[config.mk]
export PLATFORM = sky130hd
export DESIGN_NAME = costas_nco
export DESIGN_NICKNAME = d
export VERILOG_FILES = /design/src/rtl/costas_nco.sv
export SDC_FILE = /design/constraint.sdc
export NUM_CORES = 1
export LEC_CHECK = 0
export ABC_AREA = 1
export BUFFER_PORTS_ARGS = -buffer_cell sky130_fd_sc_hd__buf_2
export CORE_MARGIN = 10
export CORE_UTILIZATION = 43
export CTS_CLUSTER_SIZE = 14
export DETAILED_ROUTE_END_ITERATION = 7
export PLACE_DENSITY = 0.67
export SKIP_CTS_REPAIR_TIMING = 1
export SLEW_MARGIN = 5
export SYNTH_ARGS = -nofsm -noshare
export SYNTH_HDL_FRONTEND = slang
export SYNTH_SLANG_ARGS = --single-unit
[constraint.sdc]
create_clock -name clk -period 5.1 [get_ports clk]
set_input_delay 0.51 -clock clk [delete_from_list [all_inputs] [get_ports clk]]
set_output_delay 0.51 -clock clk [all_outputs]
set_load 0.02 [all_outputs]
[src/rtl/costas_nco.sv]
`default_nettype none
// ============================================================================
// Module   : costas_nco
// Function : Costas-loop NCO. A phase accumulator is steered by a clamped
//            frequency correction and drives a quarter-wave sine LUT through a
//            3-stage pipeline that produces quadrature cos/sin samples.
// Option   : define COSTAS_NCO_DITHER_EN to add LFSR phase dither ahead of
//            the LUT lookup.
// Revision : 1.0  initial release
// ============================================================================
module costas_nco #(
  parameter int unsigned        WIDTH       = 32,
  parameter int unsigned        PHASE_W     = 32,
  parameter int unsigned        LUT_AW      = 8,
  parameter int unsigned        OUT_W       = 16,
  parameter logic [PHASE_W-1:0] CENTER_FREQ = 32'h4000_0000,
  parameter int unsigned        CORR_SHIFT  = 0,
  parameter logic [PHASE_W-1:0] MAX_CORR    = 32'h0100_0000
) (
  input  logic               clk,
  input  logic               reset,
  input  logic [WIDTH-1:0]   freq_err_in,
  input  logic               freq_valid,
  input  logic               enable,
  output logic [PHASE_W-1:0] phase_out,
  output logic [OUT_W-1:0]   cos_out,
  output logic [OUT_W-1:0]   sin_out,
  output logic               out_valid
);

  localparam int unsigned CW      = ((WIDTH > PHASE_W) ? WIDTH : PHASE_W) + 1;
  localparam int unsigned QW      = LUT_AW + 2;
  localparam int unsigned LUT_N   = 1 << LUT_AW;
  localparam int unsigned TRUNC_W = PHASE_W - QW;
  localparam logic [QW-1:0] QUARTER_IDX = {2'b01, {LUT_AW{1'b0}}};

  // Quarter-wave table sampled at bin centres, so no entry is zero and the
  // largest stays one LSB under full scale, keeping negation symmetric.
  function automatic logic [OUT_W-1:0] lut_entry(input int unsigned idx);
    real amp;
    real ang;
    amp = real'((1 << (OUT_W - 1)) - 2);
    ang = (3.14159265358979323846 / 2.0) * (real'(idx) + 0.5) / real'(LUT_N);
    return OUT_W'($rtoi(amp * $sin(ang) + 0.5));
  endfunction

  logic [OUT_W-1:0] w_lut [LUT_N];

  generate
    for (genvar gi = 0; gi < LUT_N; gi++) begin : g_lut
      localparam logic [OUT_W-1:0] LUT_VAL = lut_entry(gi);
      assign w_lut[gi] = LUT_VAL;
    end
  endgenerate

  logic signed [WIDTH-1:0] w_err_shift;
  logic signed [CW-1:0]    w_err_ext;
  logic signed [CW-1:0]    w_max;
  logic signed [CW-1:0]    w_min;
  logic signed [CW-1:0]    w_clamp;
  logic [CW-PHASE_W-1:0]   w_unused_clamp_msbs;

  logic [PHASE_W-1:0] corr_q,  corr_d;
  logic [PHASE_W-1:0] phase_q, phase_d;
  logic [PHASE_W-1:0] w_lut_phase;
  logic [QW-1:0]      w_sin_idx;
  logic [QW-1:0]      w_cos_idx;

  assign w_err_shift = $signed(freq_err_in) >>> CORR_SHIFT;
  assign w_err_ext   = {{(CW - WIDTH){w_err_shift[WIDTH-1]}}, w_err_shift};
  assign w_max       = {{(CW - PHASE_W){1'b0}}, MAX_CORR};
  assign w_min       = -w_max;

  always_comb begin
    w_clamp = w_err_ext;
    if (w_err_ext > w_max) begin
      w_clamp = w_max;
    end else if (w_err_ext < w_min) begin
      w_clamp = w_min;
    end
  end

  assign w_unused_clamp_msbs = w_clamp[CW-1:PHASE_W];
  assign corr_d  = w_clamp[PHASE_W-1:0];
  assign phase_d = phase_q + CENTER_FREQ + corr_q;

`ifdef COSTAS_NCO_DITHER_EN
  logic [15:0]        lfsr_q;
  logic [PHASE_W-1:0] w_dither;
  logic [TRUNC_W-1:0] w_unused_lut_low;

  always_ff @(posedge clk or negedge reset) begin
    if (!reset) begin
      lfsr_q <= 16'hACE1;
    end else if (enable) begin
      lfsr_q <= {lfsr_q[14:0], lfsr_q[15] ^ lfsr_q[13] ^ lfsr_q[12] ^ lfsr_q[10]};
    end
  end

  generate
    if (TRUNC_W >= 16) begin : g_dith_wide
      assign w_dither = {{(PHASE_W - 16){1'b0}}, lfsr_q};
    end else begin : g_dith_narrow
      assign w_dither = {{QW{1'b0}}, lfsr_q[TRUNC_W-1:0]};
    end
  endgenerate

  assign w_lut_phase      = phase_q + w_dither;
  assign w_unused_lut_low = w_lut_phase[TRUNC_W-1:0];
`else
  assign w_lut_phase = phase_q;
`endif

  // Cosine is the sine a quarter turn ahead; only the quadrant bits move.
  assign w_sin_idx = w_lut_phase[PHASE_W-1 -: QW];
  assign w_cos_idx = w_sin_idx + QUARTER_IDX;

  logic               s1_v_q;
  logic [PHASE_W-1:0] s1_phase_q;
  logic [QW-1:0]      s1_sin_idx_q;
  logic [QW-1:0]      s1_cos_idx_q;
  logic               s2_v_q;
  logic [PHASE_W-1:0] s2_phase_q;
  logic [OUT_W-1:0]   s2_sin_mag_q;
  logic [OUT_W-1:0]   s2_cos_mag_q;
  logic               s2_sin_neg_q;
  logic               s2_cos_neg_q;
  logic [LUT_AW-1:0]  w_sin_addr;
  logic [LUT_AW-1:0]  w_cos_addr;

  assign w_sin_addr = s1_sin_idx_q[LUT_AW-1:0] ^ {LUT_AW{s1_sin_idx_q[LUT_AW]}};
  assign w_cos_addr = s1_cos_idx_q[LUT_AW-1:0] ^ {LUT_AW{s1_cos_idx_q[LUT_AW]}};

  always_ff @(posedge clk or negedge reset) begin
    if (!reset) begin
      corr_q       <= '0;
      phase_q      <= '0;
      s1_v_q       <= 1'b0;
      s1_phase_q   <= '0;
      s1_sin_idx_q <= '0;
      s1_cos_idx_q <= '0;
      s2_v_q       <= 1'b0;
      s2_phase_q   <= '0;
      s2_sin_mag_q <= '0;
      s2_cos_mag_q <= '0;
      s2_sin_neg_q <= 1'b0;
      s2_cos_neg_q <= 1'b0;
      out_valid    <= 1'b0;
      phase_out    <= '0;
      sin_out      <= '0;
      cos_out      <= '0;
    end else begin
      if (freq_valid) begin
        corr_q <= corr_d;
      end
      if (enable) begin
        phase_q      <= phase_d;
        s1_phase_q   <= phase_q;
        s1_sin_idx_q <= w_sin_idx;
        s1_cos_idx_q <= w_cos_idx;
      end
      s1_v_q <= enable;

      if (s1_v_q) begin
        s2_phase_q   <= s1_phase_q;
        s2_sin_mag_q <= w_lut[w_sin_addr];
        s2_cos_mag_q <= w_lut[w_cos_addr];
        s2_sin_neg_q <= s1_sin_idx_q[QW-1];
        s2_cos_neg_q <= s1_cos_idx_q[QW-1];
      end
      s2_v_q <= s1_v_q;

      // Outputs only update on a valid sample and hold otherwise.
      if (s2_v_q) begin
        phase_out <= s2_phase_q;
        sin_out   <= s2_sin_neg_q ? -s2_sin_mag_q : s2_sin_mag_q;
        cos_out   <= s2_cos_neg_q ? -s2_cos_mag_q : s2_cos_mag_q;
      end
      out_valid <= s2_v_q;
    end
  end

endmodule
`default_nettype wire

==> impl_summary.log <==
[metrics] run status: complete, but fails checks
[metrics] failing checks: hold timing
[metrics] achievable frequency: 253 MHz
[metrics] Final Slew Violations: 0
[metrics] clock skew: 0.0379 ns
[metrics] Synth Instances: 3097
[metrics] flop-to-flop setup slack: 1.15 ns
[metrics] share of the clock period used by the worst path after layout: 77.4%
[metrics] Cell variety after synth: 42
[metrics] Layout Area Growth over Synthesis: 8.07%
[metrics] final core utilization: 47.1%
[metrics] aggregate negative setup slack: 0 ns
[metrics] TritonCTS clock tree: built
[metrics] Max FO, Critical Path: 16
[metrics] number of global-route vias before repair: 21000
[metrics] arrival time at the worst endpoint: 4.39 ns
[metrics] die span in y: 232 um
[metrics] detail-routed net length per standard cell: 22.4 um
[metrics] MaxCap Viol Count: 0
[metrics] cell types with the highest counts after synthesis: 1145 x sky130_fd_sc_hd__nand2_1, 516 x sky130_fd_sc_hd__nand3_1, 228 x sky130_fd_sc_hd__dfrtp_1
[metrics] number of nets in the layout: 3226
[metrics] number of antenna violations at the first check in global routing: 2
[metrics] number of vias after detailed routing: 22200
[metrics] Crit Path Class: reg2reg
[metrics] fraction of final layout cells sized beyond drive strength 1: 7.96%
[metrics] n_diodes: 0
[metrics] total die area: 53800 um^2
[metrics] RSZ-0062 raised after global routing: false
[metrics] clock-pin slew on the worst setup and hold paths: 0.06 ns
[metrics] count of filler cells inserted in the layout: 4753
[metrics] final count of hold timing violations: 4
[metrics] first-pass GRT wire length: 126000 um
[metrics] placer's final routability congestion estimate: 1.04
[metrics] total of flip-flops plus latches after synthesis: 228
[metrics] Mapped Area: 19300 um^2
[metrics] yosys warns: 0
[metrics] post-route minimum period: 3.95 ns
[metrics] Vias per Instance: 5.98
[metrics] portion of the post-synthesis area used by sequential elements: 29.5%
[metrics] Min-Delay Path Class: in2async
[metrics] insertion delay to the later sink of the worst-skew pair: 0.58 ns
[metrics] hpwl dp: 59800 um
[metrics] drt first pass iters: 6
[metrics] TritonCTS buffer count: 27
[metrics] Post-synth ARST share: 100%
[metrics] # setup viols final: 0
[metrics] core region area: 44300 um^2
[metrics] Congestion Overflow GR: 0
[metrics] Port-buffer cells: 100
[metrics] number of top-level design ports: 101
[metrics] CTS Root Cell: sky130_fd_sc_hd__clkbuf_16
[metrics] Max Buffers Root-to-Sink: 3
[metrics] post-place setup slack: 1.39 ns
[metrics] synthesized area per cell: 6.23 um^2
[metrics] clock sinks: 228
[metrics] Required @ worst endpoint: 5.54 ns
[metrics] area taken by multi-input logic gates: 12100 um^2
[metrics] final cell area excluding filler cells: 20900 um^2
[metrics] cell row count: 77
[metrics] remaining number of nets flagged by the antenna check after routing: 0
[metrics] Worst Tran Pin Value: 1.18 ns
[metrics] Critical Path End Type: flop
[metrics] Die W: 232 um
[metrics] cell with the most instances after synthesis: sky130_fd_sc_hd__nand2_1
[metrics] cells on worst reg2reg path: 15
[metrics] predominant post-synthesis flop cell: sky130_fd_sc_hd__dfrtp_1
[metrics] # DRC: 0
[metrics] smallest setup slack after layout: 1.15 ns
[metrics] routed wire length: 82900 um
[metrics] number of flops mapped to enable cells by yosys: 0
[metrics] Synth area leaders: sky130_fd_sc_hd__dfrtp_1 30%, sky130_fd_sc_hd__nand2_1 22%, sky130_fd_sc_hd__nand3_1 13%
[metrics] Hold Worst Slack: -0.0212 ns
[metrics] effective utilization at floorplan: 43.6%
[metrics] post-synth top area share: 29.5%
[metrics] global-route usage over all layers: 29.8%
[metrics] placed instance area: 20000 um^2
[metrics] Storage cell area: 5710 um^2
[metrics] number of H-tree levels: 1
[metrics] headroom to the max-slew limit: 21.2%
[metrics] nets in the synthesized netlist: 3227
[metrics] pin count of the biggest net entering global routing: 107
[metrics] kind of launch point of the worst setup path: flop
[metrics] area leader, netlist: sky130_fd_sc_hd__dfrtp_1
[metrics] DRC marker count from the first detailed-route iteration: 2987
-- critical path: stages (launching register included) --
cell,delay [ns]
sky130_fd_sc_hd__dfrtp_1,0.81
sky130_fd_sc_hd__inv_2,0.25
sky130_fd_sc_hd__nand2_1,0.11
sky130_fd_sc_hd__nand2_1,0.31
sky130_fd_sc_hd__ha_1,0.51
sky130_fd_sc_hd__nand3_1,0.61
sky130_fd_sc_hd__nand3_1,0.51
sky130_fd_sc_hd__nand2_1,0.09
sky130_fd_sc_hd__nand2_1,0.06
sky130_fd_sc_hd__nand3_1,0.09
sky130_fd_sc_hd__nand3_1,0.10
sky130_fd_sc_hd__nand2_1,0.06
sky130_fd_sc_hd__nand2_1,0.09
sky130_fd_sc_hd__nand2_1,0.10
sky130_fd_sc_hd__nand2_1,0.07
sky130_fd_sc_hd__nand2_1,0.05
-- per-stage QoR --
stage               hold WS (ns)  instances
floorplan                  0.214       3097
global placement           0.453       3659
detailed placement         0.454       3659
CTS                       0.0324       3706
global route              0.0344       3706
finish                   -0.0212       3706
-- cell type report --
cell class | count | area share, %
timing repair buffer | 132 | 3.60
clock buffer | 38 | 3.58
clock inverter | 9 | 0.468
multi-input combinational | 2521 | 58.1
inverter | 186 | 3.35
sequential | 228 | 27.3
tap | 592 | 3.55
-- state kept, by name, summed over array words and instances (netlist names), 2 cells and up --
name / count
sin_out: 16
s1_cos_idx_q: 2
phase_q: 32
s2_cos_mag_q: 15
s2_sin_mag_q: 15
phase_out: 32
cos_out: 16
corr_q: 32
s1_phase_q: 32
s2_phase_q: 32
-- worst paths after layout --
kind / start / to
setup reg to reg: s1_phase_q[30]$_DFFE_PN0P_ / s2_sin_mag_q[7]$_DFFE_PN0P_
hold / removal: reset / s2_cos_mag_q[5]$_DFFE_PN0P_
max in group asynchronous: reset / sin_out[4]$_DFFE_PN0P_
hold reg to reg: phase_out[9]$_DFFE_PN0P_ / phase_out[9]$_DFFE_PN0P_
setup / recovery: s1_phase_q[30]$_DFFE_PN0P_ / s2_sin_mag_q[7]$_DFFE_PN0P_
min in group clk: freq_valid / corr_q[30]$_DFFE_PN0P_
-- logic make-up after synthesis --
logic type	after synthesis	synth area share, %
buf+inv	348	7.86
simple gates	1987	43.6
fa+ha+maj	94	6.13
xor+xnor	41	2.05
flops	228	29.5
compound gates	399	10.8
-- cell usage in the layout (no fill, tap or decap), types with 2 or more instances in the layout --
cell type | Yosys | final
sky130_fd_sc_hd__clkinv_1 | 3 | 2
sky130_fd_sc_hd__nor2_2 | 7 | 7
sky130_fd_sc_hd__or2_1 | 2 | 2
sky130_fd_sc_hd__buf_2 | 67 | 99
sky130_fd_sc_hd__xnor2_1 | 14 | 13
sky130_fd_sc_hd__o21bai_1 | 3 | 3
sky130_fd_sc_hd__nand4_1 | 25 | 25
sky130_fd_sc_hd__nand2_4 | 6 | 8
sky130_fd_sc_hd__nand3b_1 | 7 | 7
sky130_fd_sc_hd__clkinvlp_4 | 0 | 2
sky130_fd_sc_hd__nor2_1 | 205 | 205
sky130_fd_sc_hd__nand2_1 | 1145 | 1145
sky130_fd_sc_hd__clkbuf_16 | 0 | 27
sky130_fd_sc_hd__or2_2 | 13 | 13
sky130_fd_sc_hd__clkbuf_8 | 0 | 3
sky130_fd_sc_hd__o211ai_1 | 10 | 10
sky130_fd_sc_hd__o21ai_1 | 8 | 8
sky130_fd_sc_hd__clkbuf_1 | 68 | 8
sky130_fd_sc_hd__o22ai_1 | 4 | 4
sky130_fd_sc_hd__a21oi_1 | 145 | 145
sky130_fd_sc_hd__nand2_2 | 30 | 28
sky130_fd_sc_hd__ha_1 | 93 | 93
sky130_fd_sc_hd__xnor2_2 | 3 | 4
sky130_fd_sc_hd__buf_4 | 10 | 32
sky130_fd_sc_hd__inv_2 | 12 | 14
sky130_fd_sc_hd__xor2_1 | 22 | 22
sky130_fd_sc_hd__nor4_1 | 12 | 12
sky130_fd_sc_hd__o21a_1 | 2 | 2
sky130_fd_sc_hd__o31ai_1 | 2 | 2
sky130_fd_sc_hd__xor2_4 | 0 | 2
sky130_fd_sc_hd__nor3_1 | 17 | 17
sky130_fd_sc_hd__clkinv_2 | 0 | 3
sky130_fd_sc_hd__nand3_1 | 516 | 516
sky130_fd_sc_hd__o21ai_0 | 209 | 209
sky130_fd_sc_hd__inv_1 | 171 | 170
sky130_fd_sc_hd__a21o_1 | 7 | 7
sky130_fd_sc_hd__dfrtp_1 | 228 | 227
sky130_fd_sc_hd__a31oi_1 | 6 | 6
-- per-layer routing --
layer,vias up,track usage (%),wire [um]
li1,10200,-,-
met1,10400,40.1,34300
met2,1385,44.8,35400
met3,268,7.20,9360
met4,2,12.8,3850
met5,-,0,13
Power is not shown: default switching activity piles up to over one toggle a cycle in this logic, so the estimate is an artifact.
